===== config.mk =====
export PLATFORM = sky130hd
export DESIGN_NAME = iter_shift_unit_flat
export DESIGN_NICKNAME = d
export VERILOG_FILES = /design/src/rtl/iter_shift_unit_if.sv /design/src/rtl/iter_shift_unit.sv /design/src/flat_wrapper.sv
export SDC_FILE = /design/constraint.sdc
export NUM_CORES = 1
export LEC_CHECK = 0
export ABC_AREA = 0
export CORE_MARGIN = 3
export CORE_UTILIZATION = 50
export DETAILED_ROUTE_END_ITERATION = 7
export GPL_TIMING_DRIVEN = 0
export PLACE_DENSITY = 0.79
export SLEW_MARGIN = 20
export SYNTH_ARGS = -nofsm -noshare
export SYNTH_HDL_FRONTEND = slang
export SYNTH_SLANG_ARGS = --single-unit

===== constraint.sdc =====
create_clock -name clk -period 3.4 [get_ports clk]
set_input_delay 0.85 -clock clk [delete_from_list [all_inputs] [get_ports clk]]
set_output_delay 0.85 -clock clk [all_outputs]
set_load 0.03 [all_outputs]

===== src/rtl/iter_shift_unit_if.sv =====
// rtl/iter_shift_unit_if.sv - request/result handshake bundle for iter_shift_unit
interface iter_shift_unit_if #(
  parameter int WIDTH = 8,
  parameter int SHW   = $clog2(WIDTH)
);
  logic             in_valid;
  logic             in_ready;
  logic [WIDTH-1:0] in_data;
  logic [2:0]       in_mode;
  logic [SHW-1:0]   in_amt;
  logic             out_valid;
  logic             out_ready;
  logic [WIDTH-1:0] out_data;
  logic             out_carry;
  logic             out_zero;
  logic             out_err;

  modport master (
    output in_valid, in_data, in_mode, in_amt, out_ready,
    input  in_ready, out_valid, out_data, out_carry, out_zero, out_err
  );

  modport slave (
    input  in_valid, in_data, in_mode, in_amt, out_ready,
    output in_ready, out_valid, out_data, out_carry, out_zero, out_err
  );
endinterface


===== src/rtl/iter_shift_unit.sv =====
// rtl/iter_shift_unit.sv - iterative multi-mode shifter, up to STEP bit positions per clock
module iter_shift_unit #(
  parameter  int WIDTH = 8,
  parameter  int STEP  = 1,
  localparam int SHW   = $clog2(WIDTH)
) (
  input  logic             clk,
  input  logic             rst_n,
  iter_shift_unit_if.slave bus,
  output logic             busy
);
  typedef enum logic [1:0] {IDLE, SHIFT, DONE} state_t;

  localparam logic [2:0] MODE_LSL = 3'd0;
  localparam logic [2:0] MODE_LSR = 3'd1;
  localparam logic [2:0] MODE_ASR = 3'd2;
  localparam logic [2:0] MODE_ROL = 3'd3;
  localparam logic [2:0] MODE_ROR = 3'd4;

  localparam logic [SHW:0] STEP_K  = (SHW+1)'(STEP);
  localparam logic [SHW:0] WIDTH_K = (SHW+1)'(WIDTH);

  state_t           state;
  logic [WIDTH-1:0] data_q;
  logic [SHW-1:0]   rem_q;
  logic [2:0]       mode_q;
  logic             carry_q;
  logic             err_q;
  logic             ready_q;
  logic             valid_q;

  logic [SHW:0]     rem_ext;
  logic [SHW:0]     k;
  logic             last_step;
  logic [WIDTH:0]   wide_l;
  logic [WIDTH:0]   wide_r;
  logic [WIDTH:0]   wide_a;
  logic [WIDTH-1:0] step_data;
  logic             step_carry;

  assign rem_ext   = {1'b0, rem_q};
  assign k         = (rem_ext < STEP_K) ? rem_ext : STEP_K;
  assign last_step = (rem_ext == k);

  // One guard bit beyond the shifted edge catches the last bit shifted out.
  assign wide_l = {1'b0, data_q} << k;
  assign wide_r = {data_q, 1'b0} >> k;
  assign wide_a = $signed({data_q, 1'b0}) >>> k;

  always_comb begin
    step_data  = data_q;
    step_carry = carry_q;
    case (mode_q)
      MODE_LSL: {step_carry, step_data} = wide_l;
      MODE_LSR: begin
        step_data  = wide_r[WIDTH:1];
        step_carry = wide_r[0];
      end
      MODE_ASR: begin
        step_data  = wide_a[WIDTH:1];
        step_carry = wide_a[0];
      end
      MODE_ROL: begin
        step_data  = (data_q << k) | (data_q >> (WIDTH_K - k));
        step_carry = step_data[0];
      end
      MODE_ROR: begin
        step_data  = (data_q >> k) | (data_q << (WIDTH_K - k));
        step_carry = step_data[WIDTH-1];
      end
      default: ;
    endcase
  end

  always_ff @(posedge clk or negedge rst_n) begin
    if (!rst_n) begin
      state   <= IDLE;
      data_q  <= '0;
      rem_q   <= '0;
      mode_q  <= '0;
      carry_q <= 1'b0;
      err_q   <= 1'b0;
      ready_q <= 1'b1;
      valid_q <= 1'b0;
    end else begin
      case (state)
        IDLE: begin
          if (bus.in_valid) begin
            data_q  <= bus.in_data;
            mode_q  <= bus.in_mode;
            rem_q   <= bus.in_amt;
            carry_q <= 1'b0;
            err_q   <= (bus.in_mode > MODE_ROR);
            ready_q <= 1'b0;
            // Zero-amount and illegal requests pass data straight through.
            if (bus.in_amt == '0 || bus.in_mode > MODE_ROR) begin
              state   <= DONE;
              valid_q <= 1'b1;
            end else begin
              state <= SHIFT;
            end
          end
        end
        SHIFT: begin
          data_q  <= step_data;
          carry_q <= step_carry;
          rem_q   <= rem_q - k[SHW-1:0];
          if (last_step) begin
            state   <= DONE;
            valid_q <= 1'b1;
          end
        end
        DONE: begin
          if (bus.out_ready) begin
            state   <= IDLE;
            valid_q <= 1'b0;
            ready_q <= 1'b1;
          end
        end
        default: state <= IDLE;
      endcase
    end
  end

  assign bus.in_ready  = ready_q;
  assign bus.out_valid = valid_q;
  assign bus.out_data  = data_q;
  assign bus.out_carry = carry_q;
  assign bus.out_err   = err_q;
  assign bus.out_zero  = (data_q == '0);
  assign busy          = !ready_q;
endmodule


===== src/flat_wrapper.sv =====
// flat-port wrapper written by rule: the top's interface ports become plain ports
module iter_shift_unit_flat 
#(
  parameter  int WIDTH = 8,
  parameter  int STEP  = 1,
  localparam int SHW   = $clog2(WIDTH)
)
  (clk, rst_n, busy, bus_in_valid, bus_in_data, bus_in_mode, bus_in_amt, bus_out_ready, bus_in_ready, bus_out_valid, bus_out_data, bus_out_carry, bus_out_zero, bus_out_err);
  iter_shift_unit_if #(.WIDTH(WIDTH)) bus_i ();
  input  logic clk;
  input  logic rst_n;
  output logic busy;
  input wire logic [$bits(bus_i.in_valid)-1:0] bus_in_valid;
  input wire logic [$bits(bus_i.in_data)-1:0] bus_in_data;
  input wire logic [$bits(bus_i.in_mode)-1:0] bus_in_mode;
  input wire logic [$bits(bus_i.in_amt)-1:0] bus_in_amt;
  input wire logic [$bits(bus_i.out_ready)-1:0] bus_out_ready;
  output wire logic [$bits(bus_i.in_ready)-1:0] bus_in_ready;
  output wire logic [$bits(bus_i.out_valid)-1:0] bus_out_valid;
  output wire logic [$bits(bus_i.out_data)-1:0] bus_out_data;
  output wire logic [$bits(bus_i.out_carry)-1:0] bus_out_carry;
  output wire logic [$bits(bus_i.out_zero)-1:0] bus_out_zero;
  output wire logic [$bits(bus_i.out_err)-1:0] bus_out_err;
  assign bus_i.in_valid = bus_in_valid;
  assign bus_i.in_data = bus_in_data;
  assign bus_i.in_mode = bus_in_mode;
  assign bus_i.in_amt = bus_in_amt;
  assign bus_i.out_ready = bus_out_ready;
  assign bus_in_ready = bus_i.in_ready;
  assign bus_out_valid = bus_i.out_valid;
  assign bus_out_data = bus_i.out_data;
  assign bus_out_carry = bus_i.out_carry;
  assign bus_out_zero = bus_i.out_zero;
  assign bus_out_err = bus_i.out_err;
  iter_shift_unit #(.WIDTH(WIDTH), .STEP(STEP)) u_core (.clk(clk), .rst_n(rst_n), .bus(bus_i), .busy(busy));
endmodule

# ---- Word level (Yosys, flattened, before mapping)
# Index checks and enable logic that the tools add are counted.
dict set report classes {
  magnitude_cmp 2
  addsub 2
  n_eq_ne 12
  n_shift 7
  bitwise 2
  n_mux 21
  reduce_logical 15
}
# cell count
set op_table {}
lappend op_table {{case mux 8 bit (5 select lines)} 1}
lappend op_table {{bitwise OR 8 bit} 2}
lappend op_table {{case mux 8 bit (2 select lines)} 1}
lappend op_table {{<< shifter 8 x 4 -> 8 bit} 2}
lappend op_table {{>> shifter 8 x 4 -> 8 bit} 2}
lappend op_table {{AND reduction 3 bit} 3}
lappend op_table {{<< shifter 8 x 4 -> 9 bit} 1}
lappend op_table {{>> shifter 9 x 4 -> 9 bit} 1}
lappend op_table {{>>> shifter 9 x 4 -> 9 bit} 1}
lappend op_table {{logical NOT 8 bit} 1}
lappend op_table {{2-to-1 mux 2 bit} 4}
lappend op_table {{2-to-1 mux 8 bit} 1}
lappend op_table {{equality test 3 x 2 -> 1 bit (second input constant)} 2}
lappend op_table {{logical NOT 3 bit} 2}
lappend op_table {{2-to-1 mux 1 bit} 6}
lappend op_table {{2-to-1 mux 3 bit} 2}
lappend op_table {{!= test 6 bit (second input constant)} 1}
lappend op_table {{case mux 2 bit (3 select lines)} 1}
lappend op_table {{case mux 3 bit (2 select lines)} 1}
lappend op_table {{case mux 1 bit (5 select lines)} 1}
lappend op_table {{AND reduction 5 bit} 1}
lappend op_table {{equality test 3 x 4 -> 1 bit} 1}
lappend op_table {{!= test 2 x 1 -> 1 bit (second input constant)} 2}
lappend op_table {{!= test 2 bit (second input constant)} 2}
lappend op_table {{other kinds (16)} 19}
dict set report word_totals {
  regBits 20
  wordCells 69
  inputBits 18
  output_inout_bits 14
}

# ---- Longest topological paths before layout
# Gate-level depths: netlist of run 1.
dict set report logic_depth {
  word_depth 7
  mapped_depth 10
  mapped_depth_nobuf 7
}

# ---- Worst setup path after synthesis of run 1
# OpenSTA, ideal clock, no wires.
dict set report synth_timing {
  path_type {register to register}
  from {reg u_core.rem_q[1]}
  to {reg u_core.data_q[7], in the netlist u_core.bus.out_data[7]}
  setup_slack_ns 1.007
  stages_incl_launch_ff 11
  period_less_slack_ns 2.393
  n_path_buf 3
  setup_time_ns 0.121
  t_arrival_ns 2.272
  path_cell_list {dfrtp_1 -> buf_6 -> or3_1 -> buf_6 -> clkinv_8 -> ha_1 -> clkbuf_1 -> mux2_2 -> o211ai_1 -> o211ai_1 -> a22o_1}
}
dict set report synth_via {
  elab_chain_cells 7
  word_cells_on_any_way 14
  cone_classes {add/sub: 1; order compare: 1; shift: 7; mux: 3; bitwise: 2}
}
# element line_no
set synth_lines {}
lappend synth_lines {{start, declared} iter_shift_unit.sv:25} ;# logic [SHW-1:0] rem_q;
lappend synth_lines {{start signal, assigned} iter_shift_unit.sv:91} ;# rem_q <= bus.in_amt;
lappend synth_lines {{start signal, assigned} iter_shift_unit.sv:107} ;# rem_q <= rem_q - k[SHW-1:0];
lappend synth_lines {{less-than comparator 3 x 1 -> 1 bit} iter_shift_unit.sv:42} ;# assign k = (rem_ext < STEP_K) ? rem_ext : STEP_K;
lappend synth_lines {{2-to-1 mux 3 bit *} iter_shift_unit.sv:42}
lappend synth_lines {{subtractor 4 bit} {iter_shift_unit.sv:64, iter_shift_unit.sv:68}}
lappend synth_lines {{<< shifter 8 x 4 -> 8 bit or >> shifter 8 x 4 -> 8 bit (tied branches)} {iter_shift_unit.sv:68, iter_shift_unit.sv:64}}
lappend synth_lines {{bitwise OR 8 bit (on tied branches)} {iter_shift_unit.sv:68, iter_shift_unit.sv:64}}
lappend synth_lines {{case mux 8 bit (5 select lines) *} iter_shift_unit.sv:53} ;# case (mode_q)
lappend synth_lines {{case mux 8 bit (2 select lines) *} iter_shift_unit.sv:86} ;# case (state)
lappend synth_lines {{end signal, assigned} iter_shift_unit.sv:89} ;# data_q <= bus.in_data;
lappend synth_lines {{end signal, assigned} iter_shift_unit.sv:105} ;# data_q <= step_data;
lappend synth_lines {{end, declared} iter_shift_unit.sv:24} ;# logic [WIDTH-1:0] data_q;
# Mark *: on every way between the ends. The rest lies on a longest branch, timed or not.
# A chain may end at the register's enable or synchronous reset.

# ---- Worst setup path after layout of run 1
dict set report layout_timing {
  from {reg u_core.data_q[2], in the netlist u_core.bus.out_data[2]}
  to {out bus_out_zero}
}
dict set report layout_via {
  elab_chain_cells 1
}
# element line_no
set layout_lines {}
lappend layout_lines {{logical NOT 8 bit} iter_shift_unit.sv:130} ;# assign bus.out_zero = (data_q == '0);
lappend layout_lines {{end, declared} flat_wrapper.sv:22} ;# output wire logic [$bits(bus_i.out_zero)-1:0] bus_out_zero;
# Every way passes these cells.

==> impl_metrics.env, run 1 <==
export IMPL_fin_area_um2=1864
export IMPL_grt_max_degree=21
export IMPL_slowest_stage="clkdlybuf4s50_1"
export IMPL_avgSynthCellArea_um2=8.662
export IMPL_tritoncts="built"
export IMPL_numCtsBuffers=3
export IMPL_clk_latency_ns=0.31
export IMPL_vias=1486
export IMPL_synth_edff_count=0
export IMPL_path_buf_inv=1
export IMPL_fin_tns_setup_ns=0
export IMPL_powerDensity_nw_per_um2=1087
export IMPL_cp_top_family="buffers and inverters"
export IMPL_finish_net_count=225
export IMPL_gp_congestion=0.9181
export IMPL_core_um2=2635
export IMPL_first_iter_violations=103
export IMPL_crit_type="reg -> out"
export IMPL_synth_ff_type="dfrtp_1"
export IMPL_clockBufferDepth=2
export IMPL_portBuffers=31
export IMPL_syn2layout_area_growth_pct=27.35
export IMPL_fp_dieArea_um2=3613
export IMPL_cp_start_kind="flop"
export IMPL_netlist_area_um2=1464
export IMPL_max_cap_violations=0
export IMPL_worst_slew_pin_transition_ns=0.9532
export IMPL_yosysSeqAreaShare_pct=34.27
export IMPL_clkTransAtPathRegs_ns=0.13
export IMPL_power_uw=2027
export IMPL_crit_fanout=7
export IMPL_ctsHoldBuffers=0
export IMPL_fin_skew_ns=0.004131
export IMPL_drive_gt1_share_pct=10.78
export IMPL_ir_drop_uv=834.8
export IMPL_htreeDepth=1
export IMPL_relSlewSlack_pct=36.25
export IMPL_boundaryPins=32
export IMPL_ctsResizeCount=0
export IMPL_crit_chain="or4_1 -> nor2_1 -> clkdlybuf4s50_1"
export IMPL_cts_setup_buffers=0
export IMPL_grt_pass1_vias=1406
export IMPL_max_stage_delay_ns=0.67
export IMPL_drt_total_wl_um=4012
export IMPL_grt_pass1_wl_um=6713
export IMPL_die_h_um=60.11
export IMPL_arrival_ns=2.14
export IMPL_instances_no_fill=234
export IMPL_status="finished clean"
export IMPL_synth_seq_cells=20
export IMPL_slew_violations=0
export IMPL_diodes=0
export IMPL_track_usage_pct=24.52
export IMPL_hp_class="reg -> reg"
export IMPL_finalCriticalPeriod_ns=2.995
export IMPL_synthArstFlopShare_pct=100.0
export IMPL_fill_cells=230
export IMPL_cts_root_buf="clkbuf_4"
export IMPL_cp_required_ns=2.55
export IMPL_dpl_cell_area_um2=1812
export IMPL_p_leak_uw=0.0007281
export IMPL_rows=18
export IMPL_rsz0062_at_grt="false"
export IMPL_postRouteAntennaNets=0
export IMPL_max_freq_mhz=333.9
export IMPL_yosysWarnings=0
export IMPL_hold_viol_final=0
export IMPL_place_inst=230
export IMPL_grt_overflow_total=0
export IMPL_syn_inst=169
export IMPL_cp_end_kind="output port"
export IMPL_antenna_found_initial=0
export IMPL_syn_num_nets=189
export IMPL_wl_per_cell_um=17.15
export IMPL_drc=0
export IMPL_finalSetupViolCount=0
export IMPL_initial_utilization_pct=55.56
export IMPL_vias_per_cell=6.350
export IMPL_die_w_um=60.11
export IMPL_synth_cell_types=49
export IMPL_dp_hpwl_um=2969
export IMPL_drt_pass1_iter_count=4
export IMPL_clock_sinks=20
export IMPL_timing_final_crit_share_pct=88.08
==> state kept, by name, summed over array words and instances (netlist names) <==
| signal | cells |
|---|---|
| u_core.bus.out_data | 8 |
| u_core.mode_q | 3 |
| u_core.rem_q | 3 |
| u_core.state | 2 |
| u_core.bus.in_ready | 1 |
| u_core.bus.out_carry | 1 |
| u_core.bus.out_err | 1 |
| u_core.bus.out_valid | 1 |
==> metrics by stage <==
step / util, % / setup slack [ns] / hold slack, ns
global route: 70.75 / 0.3306 / 0.5513
CTS: 70.75 / 0.3905 / 0.5107
detailed placement: 68.76 / 0.7602 / 0.4769
global placement: 68.76 / 0.7825 / 0.4718
finish: 70.75 / 0.4051 / 0.5086
floorplan: - / 1.007 / 0.5008
==> synthesized netlist by cell type (3+ instances only) <==
library cell,n,area share (%)
a21oi_1,9,3.1
a22oi_1,4,2.1
a31o_2,3,1.8
a31oi_1,5,2.1
clkbuf_1,9,2.3
dfrtp_1,19,32
inv_1,5,1.3
mux2_2,5,3.8
mux2i_1,3,2.1
nand2_1,17,4.4
nand2b_1,3,1.3
nor2_1,11,2.8
nor2b_1,5,2.1
o211ai_1,5,2.6
o21ai_0,14,4.8
o22ai_1,6,2.6
or3_1,3,1.3
or4_1,3,1.5
==> cells by family after synthesis <==
family / share of synthesized area, %
simple gates: 20.34
xor+xnor: 0.5984
buf+inv: 6.923
mux: 5.897
fa+ha+maj: 1.709
other cells: 0.2562
compound gates: 30.00
flops: 34.27
==> tightest hold or removal path: cells and delay by family (launching register included) <==
kind	cells	cell delay, ns
flip-flops	1	0.37
AO/OA/AOI/OAI	1	0.06
AND/OR/NAND/NOR	1	0.05
==> layout by cell type (no fill, tap or decap), drive strengths merged, types with 5 or more instances in the layout <==
cell type and count:
a21oi 9, a31o 5, a31oi 5, clkbuf 12
clkdlybuf4s50 31, dfrtp 19, inv 5, mux2 5
nand2 17, nor2 11, nor2b 5, o211ai 5
o21ai 14, o22ai 6
==> path summary, 6_finish.rpt <==
kind	startpoint	end	slack, ns	cells after the start
hold / removal	u_core.bus.out_err	u_core.bus.out_err	0.51	2
hold reg to reg	u_core.bus.out_err	u_core.bus.out_err	0.51	2
min in group asynchronous	rst_n	u_core.bus.out_data[7]	1.05	1
setup reg to reg	u_core.rem_q[1]	u_core.bus.out_carry	0.76	10
setup / recovery	u_core.bus.out_data[2]	bus_out_zero	0.41	3
max in group asynchronous	rst_n	u_core.bus.out_data[0]	1.78	1
==> report_power, final <==
| part | switching, uW | internal [uW] | total (uW) |
|---|---|---|---|
| sequential | 153 | 356 | 510 |
| combinational | 757 | 557 | 1310 |
| clock | 84.1 | 119 | 203 |
==> final cells by class <==
class	count	area, um2	share of cell area (%)
multi-input cells	130	860.8	46.17
well taps	30	37.54	2.013
clock buffers	3	22.52	1.208
flip-flops and latches	20	501.7	26.91
plain buffers	13	66.31	3.557
clock inverters	1	30.03	1.611
repair buffers	31	310.3	16.64
inverters	6	35.03	1.879
==> metal layers <==
metal | vias up | routed length [um] | global-route usage [%]
met1 | 721 | 1841 | 34.48
met5 | - | 0 | 0
met4 | 0 | 19 | 8.544
li1 | 707 | - | -
met3 | 4 | 213 | 4.104
met2 | 54 | 1937 | 37.65
(Power assumes the default switching activity.)
==> run 2, diff against run 1 <==
--- a/config.mk
+++ b/config.mk
@@ -6,6 +6,7 @@
 export NUM_CORES = 1
 export LEC_CHECK = 0
 export ABC_AREA = 0
+export CORE_ASPECT_RATIO = 1.1
 export CORE_MARGIN = 3
 export CORE_UTILIZATION = 50
 export DETAILED_ROUTE_END_ITERATION = 7
==> run 2 against run 1 <==
Effect of this change: combinational power about the same; wire length rose by 1.2%; cell count is 0.43% higher; first-iteration DRC count fell by 20%; clock skew rose by 0.015 ns; via count is 2.9% higher; clock power down 25%; die area is essentially flat; power decreased by 2.8%; sequential share of layout area is 0.22 points higher.
==> impl_metrics.env, run 2 (same netlist as run 1, synthesis figures left out) <==
export IMPL_hold_viol_final=0
export IMPL_timing_rr_start="u_core.rem_q[1]"
export IMPL_fin_skew_ns=0.01922
export IMPL_drc=0
export IMPL_relSlewSlack_pct=36.21
export IMPL_grt_overflow_total=0
export IMPL_initial_utilization_pct=55.48
export IMPL_htreeDepth=1
export IMPL_grt_pass1_vias=1507
export IMPL_die_w_um=57.59
export IMPL_clk_latency_ns=0.33
export IMPL_largest_reg_flops=8
export IMPL_grt_pass1_wl_um=6858
export IMPL_cts_root_buf="clkbuf_4"
export IMPL_max_cap_violations=0
export IMPL_vias_per_cell=6.506
export IMPL_ctsHoldBuffers=0
export IMPL_timing_final_crit_share_pct=88.23
export IMPL_fp_dieArea_um2=3614
export IMPL_tritoncts="built"
export IMPL_portBuffers=31
export IMPL_cp_required_ns=2.55
export IMPL_max_freq_mhz=333.4
export IMPL_ctsResizeCount=0
export IMPL_clock_sinks=20
export IMPL_antenna_found_initial=0
export IMPL_min_from="u_core.bus.out_err"
export IMPL_status="finished clean"
export IMPL_rsz0062_at_grt="false"
export IMPL_wl_per_cell_um=17.27
export IMPL_arrival_ns=2.15
export IMPL_core_um2=2639
export IMPL_first_iter_violations=82
export IMPL_fin_tns_setup_ns=0
export IMPL_crit_start="u_core.bus.out_data[2]"
export IMPL_die_h_um=62.75
export IMPL_cp_end_kind="output port"
export IMPL_clockBufferDepth=2
export IMPL_final_cell_mix="31 x clkdlybuf4s50_1, 19 x dfrtp_1, 17 x nand2_1, 14 x o21ai_0, 11 x nor2_1"
export IMPL_clkTransAtPathRegs_ns=0.14
export IMPL_grt_max_degree=21
export IMPL_finalSetupViolCount=0
export IMPL_finish_net_count=225
export IMPL_gp_congestion=0.8962
export IMPL_cts_setup_buffers=0
export IMPL_syn2layout_area_growth_pct=26.32
export IMPL_p_leak_uw=0.0007211
export IMPL_drt_total_wl_um=4059
export IMPL_crit_type="reg -> out"
export IMPL_slew_violations=0
export IMPL_powerDensity_nw_per_um2=1066
export IMPL_mostFrequentLayoutCell="clkdlybuf4s50_1"
export IMPL_vias=1529
export IMPL_drt_pass1_iter_count=4
export IMPL_cp_start_kind="flop"
export IMPL_rows=19
export IMPL_worst_slew_pin_transition_ns=0.9539
export IMPL_crit_fanout=7
export IMPL_drive_gt1_share_pct=10.78
export IMPL_numCtsBuffers=3
export IMPL_postRouteAntennaNets=0
export IMPL_finalCriticalPeriod_ns=3.000
export IMPL_holdWs_ns=0.4931
export IMPL_diodes=0
export IMPL_dp_hpwl_um=3032
export IMPL_hp_class="reg -> reg"
export IMPL_ir_drop_uv=746.0
export IMPL_track_usage_pct=24.11
export IMPL_boundaryPins=32
## run 2: worst max-delay path: stages (launching register included)
cell	delay [ns]
dfrtp_1	0.49
or4_1	0.55
nor2_1	0.11
clkdlybuf4s50_1	0.67
## run 2: cell type report
class                      count  area (um2)
tap                           31       38.79
timing repair buffer          31       310.3
buffer                        13       66.31
sequential                    20       501.7
clock buffer                   4       36.28
inverter                       6       35.03
fill                         216       789.5
multi-input combinational    130       860.8
## run 2: final timing paths
path | endpoint | slack, ns | cells after the start
hold / removal | u_core.bus.out_err | 0.49 | 2
hold reg to reg | u_core.bus.out_err | 0.49 | 2
setup reg to reg | u_core.bus.out_carry | 0.78 | 10
max in group asynchronous | u_core.rem_q[1] | 1.77 | 1
min in group asynchronous | u_core.bus.out_data[1] | 1.03 | 1
setup / recovery | bus_out_zero | 0.40 | 3
## run 2: per-stage QoR
step	setup WS, ns	std cells	util [%]	area, um2	power (uW)
6_report	0.4002	235	70.08	1849	1971
5_1_grt	0.3178	235	70.08	1849	2110
4_1_cts	0.4167	235	70.08	1849	1951
3_5_place_dp	0.7826	231	68.71	1813	1803
3_3_place_gp	0.8089	231	68.71	1813	1761
2_1_floorplan	1.007	169	-	1464	1409
## run 2: power by group
group | total, uW | leakage, uW | switching (uW) | internal, uW
Clock | 152 | 0.0000210 | 86.0 | 65.6
Combinational | 1310 | 0.000466 | 754 | 557
Sequential | 508 | 0.000235 | 152 | 356
Total | 1970 | 0.000721 | 992 | 979
## run 2: metal layers
layer	up-vias	track usage, %	wire length [um]
li1	713	-	-
met1	713	27.91	1569
met2	84	40.82	2056
met3	19	3.512	278
met4	0	14.49	155
met5	-	0	0
